`src/rtl/spdif_i2s_out.sv`:
```
// -----------------------------------------------------------------------------
// spdif_i2s_out
//
// Purpose:
//   Downstream stage of the S/PDIF receiver. Each level change of the wr_en
//   toggle strobe delivers one complete left/right sample pair. Pairs are
//   buffered in a small FIFO and serialised as a standard I2S stream (BCLK,
//   LRCK, SDATA, MSB first, one BCLK of delay after each LRCK change) for an
//   external DAC. BCLK is derived from wb_clk_i by an integer divider and runs
//   continuously after reset.
//
// Parameters:
//   DATA_WIDTH  sample width per channel (8..24); the rest of the 32-bit slot
//               is sent as zeros.
//   FIFO_AW     FIFO address width; depth is 2**FIFO_AW stereo pairs (>= 1).
//   BCLK_DIV    wb_clk_i cycles per BCLK half-period (>= 1).
//
// Ports:
//   wb_clk_i     in   system clock, sole clock of the block
//   wb_rst_i     in   synchronous active-high reset
//   wr_en        in   toggle strobe, each level change = one new L/R pair
//   wr_data_lch  in   left sample, stable when wr_en toggles
//   wr_data_rch  in   right sample, stable when wr_en toggles
//   lock         in   receiver lock (only used with the optional feature)
//   stat_clr     in   one-cycle pulse clearing the sticky flags
//   i2s_bclk     out  bit clock
//   i2s_lrck     out  word select (0 = left, 1 = right)
//   i2s_sdata    out  serial data, MSB first
//   fifo_level   out  number of stored pairs
//   overrun      out  sticky: a pair was dropped on a full FIFO
//   underrun     out  sticky: FIFO empty at a frame load while running
//
// Optional feature (macro SPDIF_I2S_LOCK_MUTE_EN):
//   When defined, lock = 0 flushes the FIFO, stops the running state, ignores
//   pushes and forces zero frames while BCLK/LRCK keep running. Without the
//   macro, lock is ignored.
// -----------------------------------------------------------------------------
module spdif_i2s_out #(
  parameter int DATA_WIDTH = 16,
  parameter int FIFO_AW    = 2,
  parameter int BCLK_DIV   = 4
) (
  input  logic                  wb_clk_i,
  input  logic                  wb_rst_i,
  input  logic                  wr_en,
  input  logic [DATA_WIDTH-1:0] wr_data_lch,
  input  logic [DATA_WIDTH-1:0] wr_data_rch,
  input  logic                  lock,
  input  logic                  stat_clr,
  output logic                  i2s_bclk,
  output logic                  i2s_lrck,
  output logic                  i2s_sdata,
  output logic [FIFO_AW:0]      fifo_level,
  output logic                  overrun,
  output logic                  underrun
);

  localparam int DEPTH = 1 << FIFO_AW;
  localparam int DIV_W = (BCLK_DIV > 1) ? $clog2(BCLK_DIV) : 1;
  localparam int PAD_W = 32 - DATA_WIDTH;
  localparam logic [DIV_W-1:0]   DIV_LAST = DIV_W'(BCLK_DIV - 1);
  localparam logic [FIFO_AW:0]   FULL_LVL = (FIFO_AW + 1)'(DEPTH);
  localparam logic [FIFO_AW:0]   HALF_LVL = (FIFO_AW + 1)'(DEPTH / 2);

  // Pair storage: {left, right}. No reset needed, pointers define validity.
  logic [2*DATA_WIDTH-1:0] mem [DEPTH];

  logic                 wr_en_q;
  logic [FIFO_AW-1:0]   wr_ptr_q, wr_ptr_d;
  logic [FIFO_AW-1:0]   rd_ptr_q, rd_ptr_d;
  logic [FIFO_AW:0]     level_q, level_d;
  logic [DIV_W-1:0]     div_cnt_q, div_cnt_d;
  logic                 bclk_q, bclk_d;
  logic [5:0]           bit_cnt_q, bit_cnt_d;
  logic                 lrck_q, lrck_d;
  logic                 sdata_q, sdata_d;
  logic [63:0]          frame_q, frame_d;
  logic                 running_q, running_d;
  logic                 overrun_q, overrun_d;
  logic                 underrun_q, underrun_d;

  logic                 mute;
  logic                 push;
  logic                 tc;
  logic                 shift_ev;
  logic                 frame_ev;
  logic                 fifo_full;
  logic                 fifo_empty;
  logic                 pop;
  logic                 wr_ok;
  logic                 ovf_set;
  logic                 unf_set;
  logic [5:0]           bit_cnt_inc;
  logic [2*DATA_WIDTH-1:0] head;
  logic [63:0]          head_frame;

`ifdef SPDIF_I2S_LOCK_MUTE_EN
  assign mute = ~lock;
`else
  logic unused_lock;
  assign unused_lock = lock;
  assign mute        = 1'b0;
`endif

  assign push       = wr_en ^ wr_en_q;
  assign tc         = (div_cnt_q == DIV_LAST);
  // BCLK falls when it toggles from high: that is the shift event.
  assign shift_ev   = tc & bclk_q;
  // The shift event that wraps bit_cnt to 0 is the frame boundary.
  assign frame_ev   = shift_ev & (bit_cnt_q == 6'd63);
  assign fifo_full  = (level_q == FULL_LVL);
  assign fifo_empty = (level_q == '0);
  assign pop        = frame_ev & running_q & ~fifo_empty & ~mute;
  // A pop in the same cycle frees the slot the full FIFO needs.
  assign wr_ok      = push & ~mute & (~fifo_full | pop);
  assign ovf_set    = push & ~mute & fifo_full & ~pop;
  assign bit_cnt_inc = bit_cnt_q + 6'd1;

  // Read-first: a simultaneous write to the head slot lands after this read.
  assign head       = mem[rd_ptr_q];
  assign head_frame = {head[2*DATA_WIDTH-1:DATA_WIDTH], {PAD_W{1'b0}},
                       head[DATA_WIDTH-1:0],            {PAD_W{1'b0}}};

  always_comb begin
    div_cnt_d  = tc ? '0 : div_cnt_q + DIV_W'(1);
    bclk_d     = bclk_q ^ tc;
    bit_cnt_d  = bit_cnt_q;
    lrck_d     = lrck_q;
    sdata_d    = sdata_q;
    frame_d    = frame_q;
    running_d  = running_q;
    unf_set    = 1'b0;

    // The 64-bit frame register shifts out MSB first; the bit presented at
    // the frame boundary is the last right-slot bit of the previous frame,
    // which gives the one-BCLK delay after LRCK changes.
    if (shift_ev) begin
      bit_cnt_d = bit_cnt_inc;
      lrck_d    = bit_cnt_inc[5];
      sdata_d   = frame_q[63];
      frame_d   = {frame_q[62:0], 1'b0};
    end

    if (frame_ev) begin
      frame_d = '0;
      if (mute) begin
        running_d = 1'b0;
      end else if (running_q) begin
        if (!fifo_empty) begin
          frame_d = head_frame;
        end else begin
          unf_set   = 1'b1;
          running_d = 1'b0;
        end
      end else if (level_q >= HALF_LVL) begin
        // Primed to half full: real samples start at the next boundary.
        running_d = 1'b1;
      end
    end

    if (mute) begin
      running_d = 1'b0;
    end

    wr_ptr_d = wr_ptr_q + FIFO_AW'(wr_ok);
    rd_ptr_d = rd_ptr_q + FIFO_AW'(pop);
    case ({wr_ok, pop})
      2'b10:   level_d = level_q + (FIFO_AW + 1)'(1);
      2'b01:   level_d = level_q - (FIFO_AW + 1)'(1);
      default: level_d = level_q;
    endcase

    if (mute) begin
      level_d  = '0;
      rd_ptr_d = wr_ptr_q;
    end

    // A set condition in the same cycle wins over the clear.
    overrun_d  = ovf_set | (overrun_q & ~stat_clr);
    underrun_d = unf_set | (underrun_q & ~stat_clr);
  end

  always_ff @(posedge wb_clk_i) begin
    if (wb_rst_i) begin
      wr_en_q    <= 1'b0;
      wr_ptr_q   <= '0;
      rd_ptr_q   <= '0;
      level_q    <= '0;
      div_cnt_q  <= '0;
      bclk_q     <= 1'b0;
      bit_cnt_q  <= '0;
      lrck_q     <= 1'b0;
      sdata_q    <= 1'b0;
      frame_q    <= '0;
      running_q  <= 1'b0;
      overrun_q  <= 1'b0;
      underrun_q <= 1'b0;
    end else begin
      wr_en_q    <= wr_en;
      wr_ptr_q   <= wr_ptr_d;
      rd_ptr_q   <= rd_ptr_d;
      level_q    <= level_d;
      div_cnt_q  <= div_cnt_d;
      bclk_q     <= bclk_d;
      bit_cnt_q  <= bit_cnt_d;
      lrck_q     <= lrck_d;
      sdata_q    <= sdata_d;
      frame_q    <= frame_d;
      running_q  <= running_d;
      overrun_q  <= overrun_d;
      underrun_q <= underrun_d;
    end
  end

  always_ff @(posedge wb_clk_i) begin
    if (wr_ok && !wb_rst_i) begin
      mem[wr_ptr_q] <= {wr_data_lch, wr_data_rch};
    end
  end

  assign i2s_bclk   = bclk_q;
  assign i2s_lrck   = lrck_q;
  assign i2s_sdata  = sdata_q;
  assign fifo_level = level_q;
  assign overrun    = overrun_q;
  assign underrun   = underrun_q;

endmodule

```
`config.mk`:
```
export PLATFORM = sky130hd
export DESIGN_NAME = spdif_i2s_out
export DESIGN_NICKNAME = d
export VERILOG_FILES = /design/src/rtl/spdif_i2s_out.sv
export SDC_FILE = /design/constraint.sdc
export NUM_CORES = 1
export LEC_CHECK = 0
export ABC_AREA = 1
export CELL_PAD_IN_SITES_DETAIL_PLACEMENT = 1
export CELL_PAD_IN_SITES_GLOBAL_PLACEMENT = 2
export CORE_MARGIN = 2
export CORE_UTILIZATION = 31
export CTS_CLUSTER_DIAMETER = 60
export CTS_CLUSTER_SIZE = 25
export DETAILED_ROUTE_END_ITERATION = 6
export HOLD_SLACK_MARGIN = 0.02
export PLACE_DENSITY_LB_ADDON = 0.1
export SLEW_MARGIN = 20
export SYNTH_ARGS = -nofsm -noshare
export SYNTH_HDL_FRONTEND = slang
export SYNTH_SLANG_ARGS = --single-unit
export TNS_END_PERCENT = 1
```
`constraint.sdc`:
```
create_clock -name wb_clk_i -period 5.99 [get_ports wb_clk_i]
set_input_delay 0.599 -clock wb_clk_i [delete_from_list [all_inputs] [get_ports wb_clk_i]]
set_output_delay 0.599 -clock wb_clk_i [all_outputs]
set_load 0.01 [all_outputs]
```
==> impl_metrics.xml, run 1 <==
<?xml version="1.0" encoding="UTF-8"?>
<metrics>
  <group name="power">
    <metric name="p_clk_share" unit="%">40.5</metric>
    <metric name="power.switching_fraction" unit="%">23.42</metric>
    <metric name="power.static_leakage" unit="nW">2.980</metric>
    <metric name="max-vdd-ir-drop" unit="mV">0.1626</metric>
    <metric name="p_int" unit="W">0.002100</metric>
    <metric name="power_density" unit="nW/um^2">307.1</metric>
    <metric name="total_power" unit="W">0.002743</metric>
    <metric name="seq_power_share" unit="%">54.9</metric>
    <metric name="p_sw" unit="W">0.0006422</metric>
    <metric name="pwr-share-comb" unit="%">4.6</metric>
  </group>
  <group name="critical_path">
    <metric name="biggest_cell_delay_along_the_critical_path" unit="ns">0.63</metric>
    <metric name="reg2reg_setup_slack" unit="ns">2.20</metric>
    <metric name="crit_fanout" unit="">70</metric>
    <metric name="setup.worst_path.class" unit="">reg2reg</metric>
    <metric name="worst_r2r_path_depth" unit="">12</metric>
    <metric name="crit_path_cell_trace" unit="">ha_1 -&gt; ha_2 -&gt; buf_4 -&gt; nand2_2 -&gt; nor2_4 -&gt; nand2_4 -&gt; nor2_8 -&gt; nor2_2 -&gt; nor2_4 -&gt; nand2_2 -&gt; nor3_2 -&gt; buf_4</metric>
    <metric name="crit-reg2reg-capture" unit="">mem[2][15]</metric>
    <metric name="arrival" unit="ns">3.89</metric>
    <metric name="worstSetupStartpointType" unit="">register</metric>
    <metric name="critical_path_required" unit="ns">6.08</metric>
    <metric name="cpMaxStageDelayCell" unit="">sky130_fd_sc_hd__nor2_8</metric>
    <metric name="regToRegStartpoint" unit="">div_cnt_q[0]</metric>
    <metric name="setup.worst_path.end_class" unit="">register</metric>
  </group>
  <group name="die">
    <metric name="die_area" unit="um^2">25810</metric>
    <metric name="horizontal_die_dimension" unit="um">160.7</metric>
    <metric name="floorplan.core_area" unit="um^2">24180</metric>
    <metric name="num_ports" unit="">45</metric>
    <metric name="core.rowCount" unit="">57</metric>
    <metric name="die_h" unit="um">160.7</metric>
    <metric name="start_util" unit="%">31.47</metric>
  </group>
  <group name="worst_hold_path">
    <metric name="hp-class" unit="">reg2reg</metric>
    <metric name="min-delay-start" unit="">div_cnt_q[0]</metric>
    <metric name="min_to" unit="">div_cnt_q[0]</metric>
    <metric name="worst_hold_path_depth" unit="">1</metric>
  </group>
  <group name="synth">
    <metric name="ys_types" unit="">28</metric>
    <metric name="ys_seq_elements" unit="">197</metric>
    <metric name="synthCells" unit="">649</metric>
    <metric name="syn_nets" unit="">691</metric>
    <metric name="synth_top_area_cell" unit="">sky130_fd_sc_hd__edfxtp_1</metric>
    <metric name="ys_top_cells_by_area" unit="">sky130_fd_sc_hd__edfxtp_1 (51%), sky130_fd_sc_hd__dfxtp_1 (18%), sky130_fd_sc_hd__o21ai_0 (5.9%)</metric>
    <metric name="async_s_r_ff_share_synth" unit="%">0</metric>
    <metric name="syn_area" unit="um^2">7607</metric>
    <metric name="postSynthAreaPerCell" unit="um^2">11.72</metric>
    <metric name="synth_top_cell_area_share" unit="%">50.53</metric>
    <metric name="ys_dominant_reg_cell" unit="">sky130_fd_sc_hd__edfxtp_1</metric>
    <metric name="synth_edf_count" unit="">128</metric>
    <metric name="sequential_to_total_area_share_from_yosys_stat" unit="%">68.68</metric>
    <metric name="synth_common_cells" unit="">sky130_fd_sc_hd__edfxtp_1 (128), sky130_fd_sc_hd__o21ai_0 (90), sky130_fd_sc_hd__a21oi_1 (88)</metric>
    <metric name="ys_warn_count" unit="">0</metric>
    <metric name="synthMostInstantiatedCell" unit="">sky130_fd_sc_hd__edfxtp_1</metric>
  </group>
  <group name="layout">
    <metric name="final_layout_size_suffix_gt1_share" unit="%">8.501</metric>
    <metric name="stdcell_count" unit="">1018</metric>
    <metric name="final_standard_cell_area_without_fillers" unit="um^2">8932</metric>
    <metric name="layout-area-overhead-vs-synth" unit="%">17.42</metric>
    <metric name="final_net_count" unit="">723</metric>
    <metric name="antenna_cells_inserted" unit="">0</metric>
  </group>
  <group name="drt">
    <metric name="routedWlPerCell" unit="um">16.90</metric>
    <metric name="route.detailed.vias_per_inst" unit="">4.880</metric>
    <metric name="drc" unit="">0</metric>
    <metric name="total_wirelength_of_the_detailed_routed_design" unit="mm">17.21</metric>
    <metric name="drt-initial-drc-count" unit="">248</metric>
    <metric name="drt_pre_antenna_iters" unit="">4</metric>
    <metric name="routed-via-count" unit="">4968</metric>
    <metric name="ant_nets" unit="">0</metric>
  </group>
  <group name="job">
    <metric name="max_cap_violations" unit="">0</metric>
  </group>
  <group name="placement">
    <metric name="postPlaceCellArea" unit="um^2">8354</metric>
    <metric name="gp_congestion" unit="">0.6908</metric>
    <metric name="place_hpwl" unit="mm">9.746</metric>
    <metric name="port-buffer-count" unit="">43</metric>
    <metric name="placed_cells_incl_taps" unit="">986</metric>
  </group>
  <group name="clock_tree">
    <metric name="worstSkewPairLatency" unit="ns">0.43</metric>
    <metric name="clock_tree.buffer_depth" unit="">2</metric>
    <metric name="post_cts.resized_instances" unit="">0</metric>
    <metric name="cts_htree_levels" unit="">4</metric>
    <metric name="cts_hold_buffers" unit="">0</metric>
    <metric name="numClockSinks" unit="">197</metric>
    <metric name="cts_root_buffer" unit="">sky130_fd_sc_hd__clkbuf_16</metric>
    <metric name="cts.reportedPaths.clkPinSlew" unit="ns">0.08</metric>
    <metric name="numCtsBuffers" unit="">17</metric>
    <metric name="cts_tree" unit="">built</metric>
    <metric name="postCtsSetupRepairBufs" unit="">0</metric>
  </group>
  <group name="global_route">
    <metric name="busiest_layer" unit="">met2</metric>
    <metric name="first_global_vias" unit="">5302</metric>
    <metric name="grt_overflow" unit="">0</metric>
    <metric name="groute.layer.met1.usage" unit="%">17.82</metric>
    <metric name="grt_usage" unit="%">14.05</metric>
    <metric name="grt_first_pass_wirelength" unit="mm">28.51</metric>
    <metric name="antenna_found_initial" unit="">0</metric>
    <metric name="grt_max_degree" unit="">71</metric>
    <metric name="use_met3" unit="%">2.583</metric>
    <metric name="gr-usage-met2" unit="%">24.51</metric>
  </group>
  <group name="sta">
    <metric name="fmax" unit="MHz">263.5</metric>
    <metric name="skew" unit="ns">0.01586</metric>
    <metric name="rsz0062_at_grt" unit="">no</metric>
    <metric name="finalWorstPathRequiredPeriod" unit="ns">3.794</metric>
    <metric name="finalHoldViolations" unit="">0</metric>
    <metric name="report.final.setup_viol" unit="">0</metric>
    <metric name="setup_tns" unit="ns">0</metric>
    <metric name="whs" unit="ns">0.4358</metric>
    <metric name="final.period_utilization" unit="%">63.35</metric>
    <metric name="tightest_slew" unit="ns">0.9263</metric>
    <metric name="timing.final.max_slew_violations" unit="">0</metric>
    <metric name="relSlewSlack" unit="%">38.25</metric>
  </group>
  <group name="outcome">
    <metric name="status" unit="">finished clean</metric>
  </group>
</metrics>
[sequential cells by signal, summed over array words and instances (netlist names)]
signal	count
mem	128
i2s_bclk	1
div_cnt_q	2
overrun	1
underrun	1
wr_ptr_q	2
bit_cnt_q	6
fifo_level	3
frame_q	48
running_q	1
i2s_sdata	1
rd_ptr_q	2
wr_en_q	1
[cells in the final DEF, fill, tap and decap left out, types with 3 or more instances in the layout]
master	netlist	routed
sky130_fd_sc_hd__nor3_1	7	3
sky130_fd_sc_hd__o21ai_0	90	90
sky130_fd_sc_hd__buf_4	11	13
sky130_fd_sc_hd__clkbuf_16	0	17
sky130_fd_sc_hd__nand3_1	4	4
sky130_fd_sc_hd__clkinv_4	0	3
sky130_fd_sc_hd__nand2_1	64	64
sky130_fd_sc_hd__nor2_1	53	53
sky130_fd_sc_hd__dfxtp_1	69	67
sky130_fd_sc_hd__mux2i_1	32	32
sky130_fd_sc_hd__a21oi_1	88	88
sky130_fd_sc_hd__edfxtp_1	128	128
sky130_fd_sc_hd__ha_1	4	3
sky130_fd_sc_hd__clkdlybuf4s50_1	0	43
sky130_fd_sc_hd__inv_8	0	6
sky130_fd_sc_hd__o22ai_1	32	32
sky130_fd_sc_hd__inv_1	21	20
sky130_fd_sc_hd__nor3_2	0	4
[power by group through the flow]
| stage | logic [W] | registers [W] | clock network (W) |
|---|---|---|---|
| finish | 0.000127 | 0.00151 | 0.00111 |
| global route | 0.000144 | 0.00151 | 0.00120 |
| CTS | 0.000132 | 0.00151 | 0.00115 |
| detailed placement | 0.000131 | 0.00154 | 0 |
| global placement | 0.000126 | 0.00153 | 0 |
| floorplan | 0.0000591 | 0.00154 | 0 |
[critical path, delay by kind of cell (launching register included)]
family	cells	cell delay, ns
simple gates	8	1.84
flops	1	0.34
buf+inv	2	0.87
fa+ha+maj	2	0.38
[how the worst max path moves through the flow]
stage,to,start,cells past startpoint
global placement,mem[2][7],div_cnt_q[0],12
global route,mem[1][15],div_cnt_q[0],12
finish,mem[2][15],div_cnt_q[0],12
floorplan,mem[0][0],div_cnt_q[0],11
CTS,mem[2][15],div_cnt_q[0],12
detailed placement,mem[2][18],div_cnt_q[0],12
[area by class of cell]
type,count,area (um^2)
multi-input cells,387,2111
flip-flops and latches,197,5228
inverters,22,82.58
fillers,2560,15240
well taps,324,405.4
clock inverters,15,152.6
clock buffers,17,425.4
repair buffers,56,528.0
[logic make-up (layout without fill, tap and decap cells)]
logic type                 after synthesis  count (layout)  share of synthesized area (%)
and+or+nand+nor                        137             137                          7.632
muxes                                   32              32                          4.211
adders and majority gates                5               5                         0.9211
xor gates and xnor gates                 3               3                         0.3455
buffers and inverters                   65             110                          3.865
AOI/OAI and AO/OA                      210             210                          14.34
DFF                                    197             197                          68.68
[routing by layer]
layer / part of all wire (%) / vias up
li1: - / 2392
met1: 46 / 2512
met2: 50 / 51
met3: 2.5 / 13
met4: 1.1 / 0
met5: 0 / -
[per-stage QoR]
step	setup WS [ns]	utilization [%]
2_1_floorplan	1.957	-
3_3_place_gp	2.175	34.55
3_5_place_dp	2.064	34.55
4_1_cts	2.037	36.95
5_1_grt	1.747	36.95
6_report	2.196	36.95
Note: power is estimated with default switching activity, not from simulation.
==> run 2: changes to the inputs <==
- clock period: 5.99 -> 3.75 ns (I/O delays scaled with it)
==> impl_metrics.xml, run 2 (same netlist as run 1, synthesis figures left out) <==
<?xml version="1.0" encoding="UTF-8"?>
<metrics>
  <group name="outcome">
    <metric name="status" unit="">finished clean</metric>
  </group>
  <group name="critical_path">
    <metric name="crit_path_cell_trace" unit="">ha_1 -&gt; ha_2 -&gt; nand2_2 -&gt; nor2_4 -&gt; nand2_4 -&gt; nor2_8 -&gt; buf_4 -&gt; nand2_1 -&gt; fa_1 -&gt; inv_1 -&gt; nand4_1 -&gt; a21oi_1 -&gt; nor2_1</metric>
    <metric name="worst_r2r_path_depth" unit="">13</metric>
    <metric name="worstSetupStartpointType" unit="">register</metric>
    <metric name="setup.worst_path.class" unit="">reg2reg</metric>
    <metric name="cp-startpoint" unit="">div_cnt_q[0]</metric>
    <metric name="biggest_cell_delay_along_the_critical_path" unit="ns">0.42</metric>
    <metric name="reg2reg_setup_slack" unit="ns">1.17</metric>
    <metric name="crit-reg2reg-capture" unit="">fifo_level[2]</metric>
    <metric name="arrival" unit="ns">2.89</metric>
    <metric name="crit_fanout" unit="">35</metric>
    <metric name="regToRegStartpoint" unit="">div_cnt_q[0]</metric>
    <metric name="critical_path_required" unit="ns">4.06</metric>
    <metric name="crit_path_end" unit="">fifo_level[2]</metric>
    <metric name="setup.worst_path.end_class" unit="">register</metric>
    <metric name="cpMaxStageDelayCell" unit="">sky130_fd_sc_hd__fa_1</metric>
  </group>
  <group name="layout">
    <metric name="layout.cells.most_common_list" unit="">sky130_fd_sc_hd__edfxtp_1 (128), sky130_fd_sc_hd__o21ai_0 (90), sky130_fd_sc_hd__a21oi_1 (88)</metric>
    <metric name="layout_top_registers" unit="">mem (128), frame_q (48), bit_cnt_q (6)</metric>
    <metric name="final_util" unit="%">36.99</metric>
    <metric name="largest-register" unit="">mem</metric>
    <metric name="final_layout_size_suffix_gt1_share" unit="%">8.092</metric>
    <metric name="fillCellCount" unit="">2559</metric>
    <metric name="final_net_count" unit="">722</metric>
    <metric name="antenna_cells_inserted" unit="">0</metric>
    <metric name="most_common_library_cell_in_the_layout_ignoring_fill_and_taps" unit="">sky130_fd_sc_hd__edfxtp_1</metric>
    <metric name="largest_register_ffs" unit="">128</metric>
    <metric name="layout-area-overhead-vs-synth" unit="%">17.57</metric>
  </group>
  <group name="sta">
    <metric name="whs" unit="ns">0.4352</metric>
    <metric name="rsz0062_at_grt" unit="">no</metric>
    <metric name="finalHoldViolations" unit="">0</metric>
    <metric name="report.final.setup_viol" unit="">0</metric>
    <metric name="tightest_slew" unit="ns">0.8977</metric>
    <metric name="fmax" unit="MHz">387.3</metric>
    <metric name="timing.final.max_slew_violations" unit="">0</metric>
    <metric name="finalWorstPathRequiredPeriod" unit="ns">2.582</metric>
    <metric name="relSlewSlack" unit="%">40.15</metric>
    <metric name="final.period_utilization" unit="%">68.85</metric>
    <metric name="skew" unit="ns">0.01360</metric>
  </group>
  <group name="global_route">
    <metric name="first_global_vias" unit="">5203</metric>
    <metric name="grt_overflow" unit="">0</metric>
    <metric name="grt_usage" unit="%">13.73</metric>
    <metric name="grt_max_degree" unit="">70</metric>
    <metric name="grt_first_pass_wirelength" unit="mm">27.80</metric>
    <metric name="antenna_found_initial" unit="">0</metric>
  </group>
  <group name="die">
    <metric name="start_util" unit="%">31.47</metric>
    <metric name="floorplan.core_area" unit="um^2">24180</metric>
    <metric name="horizontal_die_dimension" unit="um">160.7</metric>
    <metric name="core.rowCount" unit="">57</metric>
    <metric name="die_area" unit="um^2">25810</metric>
    <metric name="num_ports" unit="">45</metric>
    <metric name="die_h" unit="um">160.7</metric>
  </group>
  <group name="clock_tree">
    <metric name="cts_htree_levels" unit="">4</metric>
    <metric name="worstSkewPairLatency" unit="ns">0.42</metric>
    <metric name="cts_root_buffer" unit="">sky130_fd_sc_hd__clkbuf_16</metric>
    <metric name="clock_tree.buffer_depth" unit="">2</metric>
    <metric name="post_cts.resized_instances" unit="">0</metric>
    <metric name="numCtsBuffers" unit="">17</metric>
    <metric name="cts_tree" unit="">built</metric>
    <metric name="numClockSinks" unit="">197</metric>
    <metric name="cts_hold_buffers" unit="">0</metric>
    <metric name="cts.reportedPaths.clkPinSlew" unit="ns">0.08</metric>
    <metric name="postCtsSetupRepairBufs" unit="">0</metric>
  </group>
  <group name="drt">
    <metric name="routed-via-count" unit="">4898</metric>
    <metric name="routedWlPerCell" unit="um">16.77</metric>
    <metric name="drc" unit="">0</metric>
    <metric name="drt-initial-drc-count" unit="">241</metric>
    <metric name="route.detailed.vias_per_inst" unit="">4.821</metric>
    <metric name="drt_pre_antenna_iters" unit="">4</metric>
    <metric name="total_wirelength_of_the_detailed_routed_design" unit="mm">17.04</metric>
    <metric name="ant_nets" unit="">0</metric>
  </group>
  <group name="power">
    <metric name="power_density" unit="nW/um^2">497.4</metric>
    <metric name="power.static_leakage" unit="nW">2.967</metric>
    <metric name="max-vdd-ir-drop" unit="mV">0.2330</metric>
  </group>
  <group name="job">
    <metric name="max_cap_violations" unit="">0</metric>
  </group>
  <group name="placement">
    <metric name="place_hpwl" unit="mm">9.227</metric>
    <metric name="gp_congestion" unit="">0.6573</metric>
    <metric name="port-buffer-count" unit="">43</metric>
  </group>
  <group name="worst_hold_path">
    <metric name="hp-class" unit="">reg2reg</metric>
  </group>
</metrics>
[run 2: layout make-up]
cell class / count / area (um^2) / area share [%]
sequential: 197 / 5228 / 58.45
multi-input combinational: 387 / 2111 / 23.60
timing repair buffer: 55 / 520.5 / 5.820
clock buffer: 18 / 429.2 / 4.799
tap: 324 / 405.4 / 4.533
clock inverter: 13 / 167.7 / 1.875
inverter: 22 / 82.58 / 0.9233
[run 2: power by group]
| group | switching (W) | leakage (nW) | internal (W) |
|---|---|---|---|
| combinational | 0.000120 | 0.964 | 0.0000787 |
| clock | 0.000839 | 0.282 | 0.00101 |
| sequential | 0.0000230 | 1.72 | 0.00238 |
[run 2: worst min path at each step]
stage | startpoint | to | slack, ns | cells after the start
3_5_place_dp | div_cnt_q[0] | div_cnt_q[0] | 0.43 | 1
5_1_grt | div_cnt_q[0] | div_cnt_q[0] | 0.47 | 1
2_1_floorplan | div_cnt_q[0] | div_cnt_q[0] | 0.41 | 1
6_report | div_cnt_q[0] | div_cnt_q[0] | 0.44 | 1
3_3_place_gp | div_cnt_q[0] | div_cnt_q[0] | 0.42 | 1
4_1_cts | div_cnt_q[0] | div_cnt_q[0] | 0.44 | 1
[run 2: per-stage QoR]
stage	cells	cell area [um^2]	TNS, ns	setup WS [ns]	power [W]
after floorplan	649	7607	-36.17	-0.2827	0.002548
after global placement	985	8347	0	1.169	0.002649
after detailed placement	985	8347	0	1.112	0.002660
after CTS	1016	8944	0	1.086	0.004512
after global routing	1016	8944	0	0.8397	0.004619
final	1016	8944	0	1.168	0.004448
[run 2: worst max-delay path, delay by kind of cell, from the launching register on]
kind                     cells  cell delay, ns
adder cells (fa/ha/maj)      3            0.83
AND/OR/NAND/NOR              7            0.68
buffers and inverters        2            0.46
flip-flops                   1            0.34
AO/OA/AOI/OAI                1            0.15
[run 2: layer usage]
metal  track usage (%)  vias up  share of wire, %  wire length, um
met1             18.37     2458                48             8209
met3             2.583       10               1.9              326
met4             3.440        0              0.85              144
li1                  -     2390                 -                -
met5                 0        -                 0                0
met2             23.06       40                49             8355
==> run 3: changes to the inputs <==
- clock period: 3.75 -> 2.54 ns (I/O delays scaled with it)
==> impl_metrics.xml, run 3 (same netlist as run 1, synthesis figures left out) <==
<?xml version="1.0" encoding="UTF-8"?>
<metrics>
  <group name="outcome">
    <metric name="status" unit="">finished clean</metric>
  </group>
  <group name="layout">
    <metric name="layout.cells.most_common_list" unit="">sky130_fd_sc_hd__edfxtp_1 (128), sky130_fd_sc_hd__o21ai_0 (90), sky130_fd_sc_hd__a21oi_1 (88)</metric>
    <metric name="antenna_cells_inserted" unit="">0</metric>
    <metric name="final_standard_cell_area_without_fillers" unit="um^2">9065</metric>
    <metric name="final_layout_size_suffix_gt1_share" unit="%">8.621</metric>
    <metric name="layout-area-overhead-vs-synth" unit="%">19.16</metric>
    <metric name="final_net_count" unit="">725</metric>
    <metric name="layout_top_registers" unit="">mem (128), frame_q (48), bit_cnt_q (6)</metric>
    <metric name="largest-register" unit="">mem</metric>
    <metric name="most_common_library_cell_in_the_layout_ignoring_fill_and_taps" unit="">sky130_fd_sc_hd__edfxtp_1</metric>
    <metric name="largest_register_ffs" unit="">128</metric>
  </group>
  <group name="critical_path">
    <metric name="crit-reg2reg-capture" unit="">mem[0][1]</metric>
    <metric name="critical-path-top-delay-family" unit="">simple AND/OR/NAND/NOR gates</metric>
    <metric name="crit_path_cell_trace" unit="">ha_1 -&gt; ha_2 -&gt; nand2_2 -&gt; nor2_4 -&gt; nand2_4 -&gt; nor2_8 -&gt; nor2_2 -&gt; nor2_4 -&gt; nand2_2 -&gt; nor3_4 -&gt; buf_12</metric>
    <metric name="biggest_cell_delay_along_the_critical_path" unit="ns">0.34</metric>
    <metric name="setup.worst_path.end_class" unit="">register</metric>
    <metric name="critical_path_required" unit="ns">2.66</metric>
    <metric name="critical_path_buf_inv_count" unit="">1</metric>
    <metric name="worstSetupStartpointType" unit="">register</metric>
    <metric name="cpMaxStageDelayCell" unit="">sky130_fd_sc_hd__dfxtp_1</metric>
    <metric name="regToRegStartpoint" unit="">div_cnt_q[0]</metric>
    <metric name="worst_r2r_path_depth" unit="">11</metric>
    <metric name="reg2reg_setup_slack" unit="ns">0.30</metric>
    <metric name="arrival" unit="ns">2.35</metric>
    <metric name="setup.worst_path.class" unit="">reg2reg</metric>
    <metric name="crit_fanout" unit="">32</metric>
  </group>
  <group name="drt">
    <metric name="total_wirelength_of_the_detailed_routed_design" unit="mm">17.60</metric>
    <metric name="drc" unit="">0</metric>
    <metric name="ant_nets" unit="">0</metric>
    <metric name="routedWlPerCell" unit="um">17.26</metric>
    <metric name="drt_pre_antenna_iters" unit="">4</metric>
    <metric name="routed-via-count" unit="">4940</metric>
    <metric name="route.detailed.vias_per_inst" unit="">4.843</metric>
    <metric name="drt-initial-drc-count" unit="">217</metric>
  </group>
  <group name="sta">
    <metric name="finalHoldViolations" unit="">0</metric>
    <metric name="rsz0062_at_grt" unit="">no</metric>
    <metric name="relSlewSlack" unit="%">56.14</metric>
    <metric name="finalWorstPathRequiredPeriod" unit="ns">2.236</metric>
    <metric name="skew" unit="ns">0.01406</metric>
    <metric name="report.final.setup_viol" unit="">0</metric>
    <metric name="whs" unit="ns">0.3981</metric>
    <metric name="fmax" unit="MHz">447.1</metric>
    <metric name="final.period_utilization" unit="%">88.05</metric>
    <metric name="timing.final.max_slew_violations" unit="">0</metric>
    <metric name="setup_tns" unit="ns">0</metric>
    <metric name="tightest_slew" unit="ns">0.6579</metric>
  </group>
  <group name="job">
    <metric name="max_cap_violations" unit="">0</metric>
  </group>
  <group name="die">
    <metric name="core.rowCount" unit="">57</metric>
    <metric name="die_area" unit="um^2">25810</metric>
    <metric name="start_util" unit="%">31.47</metric>
    <metric name="num_ports" unit="">45</metric>
    <metric name="die_h" unit="um">160.7</metric>
    <metric name="horizontal_die_dimension" unit="um">160.7</metric>
    <metric name="floorplan.core_area" unit="um^2">24180</metric>
  </group>
  <group name="clock_tree">
    <metric name="cts.reportedPaths.clkPinSlew" unit="ns">0.07</metric>
    <metric name="cts_htree_levels" unit="">4</metric>
    <metric name="cts_hold_buffers" unit="">0</metric>
    <metric name="post_cts.resized_instances" unit="">0</metric>
    <metric name="clock_tree.buffer_depth" unit="">2</metric>
    <metric name="numCtsBuffers" unit="">17</metric>
    <metric name="cts_tree" unit="">built</metric>
    <metric name="cts_root_buffer" unit="">sky130_fd_sc_hd__clkbuf_16</metric>
    <metric name="postCtsSetupRepairBufs" unit="">0</metric>
    <metric name="worstSkewPairLatency" unit="ns">0.44</metric>
    <metric name="numClockSinks" unit="">197</metric>
  </group>
  <group name="power">
    <metric name="power_density" unit="nW/um^2">717.3</metric>
    <metric name="max-vdd-ir-drop" unit="mV">0.4599</metric>
    <metric name="power.static_leakage" unit="nW">3.011</metric>
  </group>
  <group name="placement">
    <metric name="place_hpwl" unit="mm">9.583</metric>
    <metric name="port-buffer-count" unit="">43</metric>
    <metric name="postPlaceCellArea" unit="um^2">8482</metric>
    <metric name="gp_congestion" unit="">0.6379</metric>
  </group>
  <group name="global_route">
    <metric name="antenna_found_initial" unit="">0</metric>
    <metric name="gr-usage-met2" unit="%">24.73</metric>
    <metric name="first_global_vias" unit="">5217</metric>
    <metric name="grt_usage" unit="%">14.35</metric>
    <metric name="grt_max_degree" unit="">70</metric>
    <metric name="use_met3" unit="%">2.970</metric>
    <metric name="groute.layer.met1.usage" unit="%">18.16</metric>
    <metric name="busiest_layer" unit="">met2</metric>
    <metric name="grt_overflow" unit="">0</metric>
    <metric name="grt_first_pass_wirelength" unit="mm">28.48</metric>
  </group>
  <group name="worst_hold_path">
    <metric name="hp-class" unit="">in2reg</metric>
    <metric name="min-delay-start" unit="">wr_en</metric>
    <metric name="worst_hold_path_depth" unit="">3</metric>
    <metric name="min_to" unit="">wr_en_q</metric>
  </group>
</metrics>
[run 3: cell count changes in the layout (fill, tap and decap cells not counted)]
cell	delta
sky130_fd_sc_hd__clkinv_1	+1
sky130_fd_sc_hd__nor3_2	-4
sky130_fd_sc_hd__clkinvlp_4	-1
sky130_fd_sc_hd__buf_12	+7
sky130_fd_sc_hd__clkinv_4	-1
sky130_fd_sc_hd__clkinv_2	+1
sky130_fd_sc_hd__nor3_4	+4
sky130_fd_sc_hd__clkbuf_1	-1
sky130_fd_sc_hd__inv_6	+1
sky130_fd_sc_hd__clkinv_8	+3
sky130_fd_sc_hd__buf_4	-4
sky130_fd_sc_hd__bufinv_16	-2
[run 3: how the worst max path moves through the flow]
stage | start | endpoint | depth (start not counted)
final | div_cnt_q[0] | mem[0][1] | 11
after global routing | div_cnt_q[0] | mem[0][1] | 11
after CTS | div_cnt_q[0] | mem[0][17] | 11
after detailed placement | div_cnt_q[0] | mem[0][11] | 11
after floorplan | div_cnt_q[0] | mem[1][0] | 11
after global placement | div_cnt_q[0] | mem[1][13] | 11
[run 3: area by class of cell]
cell class	instances	area, um^2
Multi-Input combinational cell	387	2136
Clock buffer	17	425.4
Sequential cell	197	5228
Inverter	22	82.58
Fill cell	2576	15110
Tap cell	324	405.4
Timing Repair Buffer	58	630.6
Clock inverter	15	157.7
[run 3: worst min-delay path, stage by stage]
cell                              delay [ns]
sky130_fd_sc_hd__clkdlybuf4s50_1        0.44
sky130_fd_sc_hd__inv_1                  0.07
sky130_fd_sc_hd__nor2_1                 0.03
[run 3: per-stage QoR]
step                      cells  setup slack (ns)  util, %  power [W]
after global placement      988            0.3475    35.08   0.003938
after global routing       1020            0.1600    37.49   0.006758
after floorplan             649           -0.1021        -   0.003772
after CTS                  1020            0.2803    37.49   0.006609
after detailed placement    988            0.2866    35.08   0.003956
final                      1020            0.3036    37.49   0.006502
[run 3: report_power, final]
part / switching [W] / internal, W / leakage, nW / total (W)
combinational: 0.000190 / 0.000131 / 1.01 / 0.000321
clock: 0.00132 / 0.00131 / 0.279 / 0.00263
sequential: 0.0000379 / 0.00351 / 1.72 / 0.00355
total: 0.00154 / 0.00496 / 3.01 / 0.00650
[run 3: routing by layer]
layer	up-vias	share of wire [%]
met1	2462	48
met3	13	2.1
met5	-	0
met4	0	1.3
li1	2409	-
met2	56	49
